`src/rtl/keypad_scan_if.sv`:
```
// Key-event stream between the keypad scanner and its consumer.
// The scanner drives each 4-bit press code with a valid flag.
// The consumer answers with ready.
interface keypad_scan_if;
    logic       key_valid;
    logic [3:0] key_code;
    logic       key_ready;

    modport master (
        output key_valid,
        output key_code,
        input  key_ready
    );

    modport slave (
        input  key_valid,
        input  key_code,
        output key_ready
    );
endinterface

```
`src/rtl/keypad_scan.sv`:
```
// 4x4 matrix keypad scanner.
// - Drives one active-low row at a time for 2^nr_clk cycles.
// - Assembles a 16-bit frame of the pressed keys.
// - Debounces whole frames.
// - Queues new presses as hex codes on a valid/ready stream.
module keypad_scan #(
    parameter int nr_clk    = 10,
    parameter int db_frames = 4
) (
    input  logic            clk,
    input  logic            rst,
    output logic [3:0]      ROW,
    input  logic [3:0]      COL,
    output logic [15:0]     key_state,
    keypad_scan_if.master   key_if
);

    localparam logic [3:0] DB_FRAMES = 4'(db_frames);

    // ------------------------------------------------------------------
    // Column synchronizers.
    // COL is asynchronous and active-low.
    // Each column gets its own 2-flop chain.
    // ------------------------------------------------------------------
    logic [3:0] pressed;

    for (genvar gi = 0; gi < 4; gi++) begin : g_col_sync
        logic meta_reg;
        logic sync_reg;

        // Two-stage synchronizer for one column line.
        always_ff @(posedge clk) begin
            if (rst) begin
                meta_reg <= 1'b0;
                sync_reg <= 1'b0;
            end else begin
                meta_reg <= COL[gi];
                sync_reg <= meta_reg;
            end
        end

        assign pressed[gi] = ~sync_reg;
    end

    // ------------------------------------------------------------------
    // Row scan time base.
    // ------------------------------------------------------------------
    logic [nr_clk-1:0] counter_reg;
    logic [1:0]        row_idx_reg;
    logic              scan_tick;
    logic              frame_end;

    assign scan_tick = &counter_reg;
    assign frame_end = scan_tick && (row_idx_reg == 2'd3);
    assign ROW       = ~(4'b0001 << row_idx_reg);

    // Dwell counter wraps freely.
    // The row advances on the last cycle of each dwell.
    always_ff @(posedge clk) begin
        if (rst) begin
            counter_reg <= '0;
            row_idx_reg <= 2'd0;
        end else begin
            counter_reg <= counter_reg + 1'b1;
            if (scan_tick) begin
                row_idx_reg <= row_idx_reg + 2'd1;
            end
        end
    end

    // ------------------------------------------------------------------
    // Frame capture.
    // ------------------------------------------------------------------
    logic [15:0] frame_new_reg;
    logic [15:0] frame_full;

    // The row-3 nibble is taken straight from the synchronizer.
    // The frame-end decision then sees the complete frame on the same edge.
    assign frame_full = {pressed, frame_new_reg[11:0]};

    // Latch the sensed columns of the driven row at the end of its dwell.
    always_ff @(posedge clk) begin
        if (rst) begin
            frame_new_reg <= '0;
        end else if (scan_tick) begin
            frame_new_reg[{row_idx_reg, 2'b00} +: 4] <= pressed;
        end
    end

    // ------------------------------------------------------------------
    // Frame debounce.
    // ------------------------------------------------------------------
    logic [15:0] frame_prev_reg;
    logic [3:0]  stable_cnt_reg;
    logic [15:0] key_state_reg;
    logic        frame_match;
    logic [4:0]  stable_inc;
    logic        debounce_ok;
    logic [15:0] new_press;

    assign frame_match = (frame_full == frame_prev_reg);
    assign stable_inc  = {1'b0, stable_cnt_reg} + 5'd1;
    assign debounce_ok = frame_match && (stable_inc >= {1'b0, DB_FRAMES});
    assign new_press   = (frame_end && debounce_ok) ? (frame_full & ~key_state_reg) : 16'h0000;

    // Count consecutive identical frames.
    // Commit the frame once it has held long enough.
    always_ff @(posedge clk) begin
        if (rst) begin
            frame_prev_reg <= '0;
            stable_cnt_reg <= '0;
            key_state_reg  <= '0;
        end else if (frame_end) begin
            frame_prev_reg <= frame_full;
            if (frame_match) begin
                stable_cnt_reg <= (stable_cnt_reg == DB_FRAMES) ? DB_FRAMES : stable_cnt_reg + 4'd1;
            end else begin
                stable_cnt_reg <= 4'd0;
            end
            if (debounce_ok) begin
                key_state_reg <= frame_full;
            end
        end
    end

    assign key_state = key_state_reg;

    // ------------------------------------------------------------------
    // Pending queue and output stage.
    // ------------------------------------------------------------------
    logic [15:0] pending_reg;
    logic [15:0] pending_next;
    logic        key_valid_reg;
    logic [3:0]  key_code_reg;
    logic        out_load;
    logic        pend_any;
    logic [3:0]  pend_idx;
    logic [15:0] pend_clear;

    assign out_load = ~key_valid_reg | key_if.key_ready;
    assign pend_any = |pending_reg;

    // Pick the lowest-index pending key.
    // The set and clear terms are combined, so a press arriving on a
    // load cycle is never lost.
    always_comb begin
        pend_idx = 4'd0;
        for (int i = 15; i >= 0; i--) begin
            if (pending_reg[i]) begin
                pend_idx = 4'(i);
            end
        end
        pend_clear   = (out_load && pend_any) ? (16'h0001 << pend_idx) : 16'h0000;
        pending_next = (pending_reg & ~pend_clear) | new_press;
    end

    // Pending-event register.
    // Also the output register, which holds while stalled by the consumer.
    always_ff @(posedge clk) begin
        if (rst) begin
            pending_reg   <= '0;
            key_valid_reg <= 1'b0;
            key_code_reg  <= 4'd0;
        end else begin
            pending_reg <= pending_next;
            if (out_load) begin
                key_valid_reg <= pend_any;
                if (pend_any) begin
                    key_code_reg <= pend_idx;
                end
            end
        end
    end

    assign key_if.key_valid = key_valid_reg;
    assign key_if.key_code  = key_code_reg;

endmodule

```
`src/flat_wrapper.sv`:
```
// flat-port wrapper written by rule: the top's interface ports become plain ports
module keypad_scan_flat 
#(
    parameter int nr_clk    = 10,
    parameter int db_frames = 4
)
  (clk, rst, ROW, COL, key_state, key_if_key_valid, key_if_key_code, key_if_key_ready);
  keypad_scan_if key_if_i ();
  input  logic clk;
  input  logic rst;
  output logic [3:0] ROW;
  input  logic [3:0] COL;
  output logic [15:0] key_state;
  output wire logic [$bits(key_if_i.key_valid)-1:0] key_if_key_valid;
  output wire logic [$bits(key_if_i.key_code)-1:0] key_if_key_code;
  input wire logic [$bits(key_if_i.key_ready)-1:0] key_if_key_ready;
  assign key_if_key_valid = key_if_i.key_valid;
  assign key_if_key_code = key_if_i.key_code;
  assign key_if_i.key_ready = key_if_key_ready;
  keypad_scan #(.nr_clk(nr_clk), .db_frames(db_frames)) u_core (.clk(clk), .rst(rst), .ROW(ROW), .COL(COL), .key_state(key_state), .key_if(key_if_i));
endmodule
```
`config.mk`:
```
export PLATFORM = sky130hd
export DESIGN_NAME = keypad_scan_flat
export DESIGN_NICKNAME = d
export VERILOG_FILES = /design/src/rtl/keypad_scan_if.sv /design/src/rtl/keypad_scan.sv /design/src/flat_wrapper.sv
export SDC_FILE = /design/constraint.sdc
export NUM_CORES = 1
export LEC_CHECK = 0
export BUFFER_PORTS_ARGS = -buffer_cell sky130_fd_sc_hd__clkbuf_2
export CORE_ASPECT_RATIO = 1.1
export CORE_UTILIZATION = 50
export CTS_CLUSTER_SIZE = 14
export DETAILED_ROUTE_END_ITERATION = 7
export PLACE_DENSITY = 0.71
export SETUP_SLACK_MARGIN = 0.3
export SYNTH_ARGS = -nofsm -noshare
export SYNTH_HDL_FRONTEND = slang
export SYNTH_SLANG_ARGS = --single-unit
```
`constraint.sdc`:
```
create_clock -name clk -period 5.1 [get_ports clk]
set_clock_uncertainty 0.2 [all_clocks]
set_input_delay 1.02 -clock clk [delete_from_list [all_inputs] [get_ports clk]]
set_output_delay 1.02 -clock clk [all_outputs]
set_load 0.05 [all_outputs]
```
==> results.py <==
metrics = {
    "status": {
        "status": "finished clean",
    },
    "sta": {
        "finalCritPeriodShare": 0.572,
        "final_hold_viol_count": 0,
        "summed_negative_setup_slack_over_all_endpoints_ns": 0,
        "peak_clock_frequency_supported_by_timing_mhz": 343,
        "slew_violations": 0,
        "grt_setup_unrepaired": "no",
        "relSlewSlack": 0.323,
        "period_needed_ns": 2.92,
        "worst_slew_pin_slew_ns": 1.02,
        "setup-violations-final": 0,
    },
    "critical_path": {
        "cpLargestDelayFamily": "simple AND/OR/NAND/NOR gates",
        "critical-path-slowest-cell": "sky130_fd_sc_hd__buf_4",
        "regToRegEndpoint": "u_core.key_state[1]",
        "regToRegStartpoint": "u_core.counter_reg[0]",
        "required_ns": 5.10,
        "critical_path_arrival_ns": 2.92,
        "timing.critical_path.cells": "ha_1, nand3_1, nor4_4, nand2_2, a2111oi_4, buf_4, mux2i_1, nor2_1",
        "crit_buf_inv": 1,
        "ff2ff_setup_slack_ns": 2.18,
        "worstPathMaxFanout": 36,
        "r2r.worst_path.cells": 8,
        "endpoint_kind": "flip-flop",
        "crit_type": "flip-flop to flip-flop",
        "max_stage_delay_ns": 0.44,
        "worst_setup_sp_type": "flip-flop",
    },
    "floorplan": {
        "die_area_mm2": 0.00815,
        "floorplan.die.width_um": 86.2,
        "io_pins": 32,
        "initial_core_util": 0.518,
        "number_of_cell_rows": 33,
        "chip_height_um": 94.6,
        "fp.coreArea_mm2": 0.00751,
    },
    "route": {
        "drt-total-wl_um": 7940,
        "drtAntennaViolNets": 0,
        "vias_per_cell": 5.38,
        "first_pass_iters": 4,
        "route.detailed.drc": 0,
        "vias": 3127,
        "routed_wire_length_per_instance_um": 13.7,
        "detail_route.iter0.violations": 121,
    },
    "run": {
        "max_cap_violations": 0,
    },
    "global_route": {
        "grt_antenna_before_repair": 0,
        "grtUsageTotal": 0.205,
        "grt_first_pass_wirelength_um": 13100,
        "largest_net_degree_at_the_start_of_global_routing": 51,
        "global_route.overflow_total": 0,
        "grt_pass1_vias": 2854,
    },
    "synth": {
        "netlist_instances": 446,
        "yosys_register_bits": 89,
        "synth_cell_type_count": 41,
        "synth_area_leader_cell": "sky130_fd_sc_hd__dfxtp_1",
        "post_synth_instance_area_mm2": 0.00390,
        "post_synth_edffs": 0,
        "syn_avg_cell_area_um2": 8.74,
        "synthDominantCellAreaShare": 0.457,
        "synth_nets": 461,
        "synth_top_cells_by_area": "sky130_fd_sc_hd__dfxtp_1 (46%), sky130_fd_sc_hd__a21oi_1 (6.2%), sky130_fd_sc_hd__nand2_1 (5.8%), sky130_fd_sc_hd__nor2_1 (4.9%), sky130_fd_sc_hd__mux2i_1 (3.6%)",
        "most_used_flip_flop_cell_after_synthesis": "sky130_fd_sc_hd__dfxtp_1",
        "ys_seq_area_frac": 0.457,
        "postSynth.asyncResetShare": 0,
        "ys_warn_count": 0,
    },
    "clock_network": {
        "htree_num_levels": 3,
        "insertion_delay_ns": 0.35,
        "post_cts_resized": 0,
        "cts.repair_timing.setup_buffer_count": 0,
        "clock_buffer_count_from_cts": 9,
        "clkSinkCount": 89,
        "hold_buffers": 0,
        "clk_root_buffer_cell": "sky130_fd_sc_hd__clkbuf_8",
        "clk_pin_slew_ns": 0.08,
        "cts_tree": "yes",
        "max-clock-path-buffers": 2,
    },
    "final_layout": {
        "antennaDiodeCount": 0,
        "layout.filler_cells": 714,
        "final_layout_size_suffix_gt1_frac": 0.124,
        "design.final.nets": 486,
        "area.growth.synth_to_final_pct": 10.3,
        "postLayoutCellArea_mm2": 0.00430,
    },
    "power_and_ir_drop": {
        "power_density_mw_per_mm2": 283,
        "leakagePower_nw": 1.53,
        "vdd_drop_max_mv": 0.182,
    },
    "min_path": {
        "hold_depth": 1,
        "worst_hold_path.endpoint": "u_core.g_col_sync[1].sync_reg",
        "hold_path.class": "flip-flop to flip-flop",
        "min-delay-start": "u_core.g_col_sync[1].meta_reg",
    },
    "placement": {
        "place_hpwl_um": 5620,
        "routability_driven_placement_congestion_ratio": 0.886,
        "port-buffer-count": 31,
        "place_area_mm2": 0.00409,
    },
}
[worst max path at each step]
stage / cells after the start / slack (ns) / from / end
after floorplan: 9 / 2.80 / u_core.counter_reg[0] / u_core.key_state[0]
final: 8 / 2.18 / u_core.counter_reg[0] / u_core.key_state[1]
after detailed placement: 8 / 2.19 / u_core.counter_reg[0] / u_core.key_state[0]
after CTS: 8 / 2.18 / u_core.counter_reg[0] / u_core.key_state[1]
after global placement: 8 / 2.26 / u_core.counter_reg[0] / u_core.key_state[3]
after global routing: 8 / 1.96 / u_core.counter_reg[0] / u_core.key_state[4]
[cells by family after synthesis]
family / synth area share
AO/OA/AOI/OAI: 0.162
XOR/XNOR: 0.0495
adder cells (fa/ha/maj): 0.0257
buffers and inverters: 0.0424
flip-flops: 0.457
multiplexers: 0.0360
AND/OR/NAND/NOR: 0.228
[Yosys cell counts (2+ instances only)]
cell                       count
sky130_fd_sc_hd__a31o_2        2
sky130_fd_sc_hd__nand3b_1     10
sky130_fd_sc_hd__nor2_1       51
sky130_fd_sc_hd__ha_1          8
sky130_fd_sc_hd__o21ai_0       9
sky130_fd_sc_hd__mux2i_1      14
sky130_fd_sc_hd__nor2b_1      13
sky130_fd_sc_hd__inv_1        16
sky130_fd_sc_hd__or3_1        15
sky130_fd_sc_hd__o31ai_1      14
sky130_fd_sc_hd__a211oi_2      4
sky130_fd_sc_hd__xnor2_1       8
sky130_fd_sc_hd__a21oi_1      48
sky130_fd_sc_hd__and3_1        2
sky130_fd_sc_hd__nor4_1        9
sky130_fd_sc_hd__dfxtp_1      89
sky130_fd_sc_hd__nand2_1      60
sky130_fd_sc_hd__xor2_1       14
sky130_fd_sc_hd__a31oi_1       4
sky130_fd_sc_hd__nand3_1       7
sky130_fd_sc_hd__o211ai_1      2
sky130_fd_sc_hd__nor3_1        6
sky130_fd_sc_hd__clkbuf_1     15
sky130_fd_sc_hd__a211oi_1      6
sky130_fd_sc_hd__buf_6         3
sky130_fd_sc_hd__a32oi_1       2
[layer usage]
| layer | routed length (um) | track usage | up-vias |
|---|---|---|---|
| met3 | 257 | 0.0306 | 13 |
| met1 | 3740 | 0.253 | 1450 |
| met4 | 180 | 0.101 | 0 |
| met2 | 3760 | 0.347 | 67 |
| li1 | - | - | 1597 |
| met5 | 0 | 0 | - |
[metrics by stage]
stage	setup slack, ns	std cells	power (mW)	util	hold WS [ns]
2_1_floorplan	2.80	446	0.736	-	0.214
3_3_place_gp	2.26	565	0.742	0.545	0.220
3_5_place_dp	2.19	565	0.742	0.545	0.222
4_1_cts	2.18	581	1.23	0.572	0.238
5_1_grt	1.96	581	1.26	0.572	0.248
6_report	2.18	581	1.22	0.572	0.237
[worst reg2reg max path: stages, from the launching register on]
cell	delay [ns]
sky130_fd_sc_hd__dfxtp_1	0.36
sky130_fd_sc_hd__ha_1	0.23
sky130_fd_sc_hd__nand3_1	0.14
sky130_fd_sc_hd__nor4_4	0.35
sky130_fd_sc_hd__nand2_2	0.36
sky130_fd_sc_hd__a2111oi_4	0.42
sky130_fd_sc_hd__buf_4	0.44
sky130_fd_sc_hd__mux2i_1	0.24
sky130_fd_sc_hd__nor2_1	0.05
[placed cells by master (no fill, tap or decap), types with 4 or more instances in the layout]
cell type and instances:
sky130_fd_sc_hd__clkbuf_8 11, sky130_fd_sc_hd__mux2i_1 14, sky130_fd_sc_hd__o31ai_1 14, sky130_fd_sc_hd__xor2_1 14, sky130_fd_sc_hd__nand3_1 7, sky130_fd_sc_hd__nand2_1 60
sky130_fd_sc_hd__inv_1 16, sky130_fd_sc_hd__a211oi_2 4, sky130_fd_sc_hd__nor4_1 9, sky130_fd_sc_hd__nor2b_1 13, sky130_fd_sc_hd__nand3b_1 10, sky130_fd_sc_hd__nor3_1 6
sky130_fd_sc_hd__o21ai_0 9, sky130_fd_sc_hd__a211oi_1 6, sky130_fd_sc_hd__nor2_1 51, sky130_fd_sc_hd__or3_1 15, sky130_fd_sc_hd__clkbuf_2 31, sky130_fd_sc_hd__dfxtp_1 89
sky130_fd_sc_hd__a31oi_1 4, sky130_fd_sc_hd__a21oi_1 48, sky130_fd_sc_hd__xnor2_1 8, sky130_fd_sc_hd__ha_1 8
[power breakdown]
part	switching (mW)	leakage, nW	internal, mW
clock	0.238	0.103	0.253
sequential	0.00527	0.719	0.699
combinational	0.0142	0.712	0.00714
[area by class of cell]
type | count | area [um2] | share of cell area
Clock buffer | 12 | 155 | 0.0361
Timing Repair Buffer | 33 | 170 | 0.0396
Inverter | 16 | 60.1 | 0.0140
Tap cell | 105 | 131 | 0.0306
Multi-Input combinational cell | 322 | 1950 | 0.453
Clock inverter | 4 | 51.3 | 0.0119
Sequential cell | 89 | 1780 | 0.414
Power figures use the tool's default switching activity.
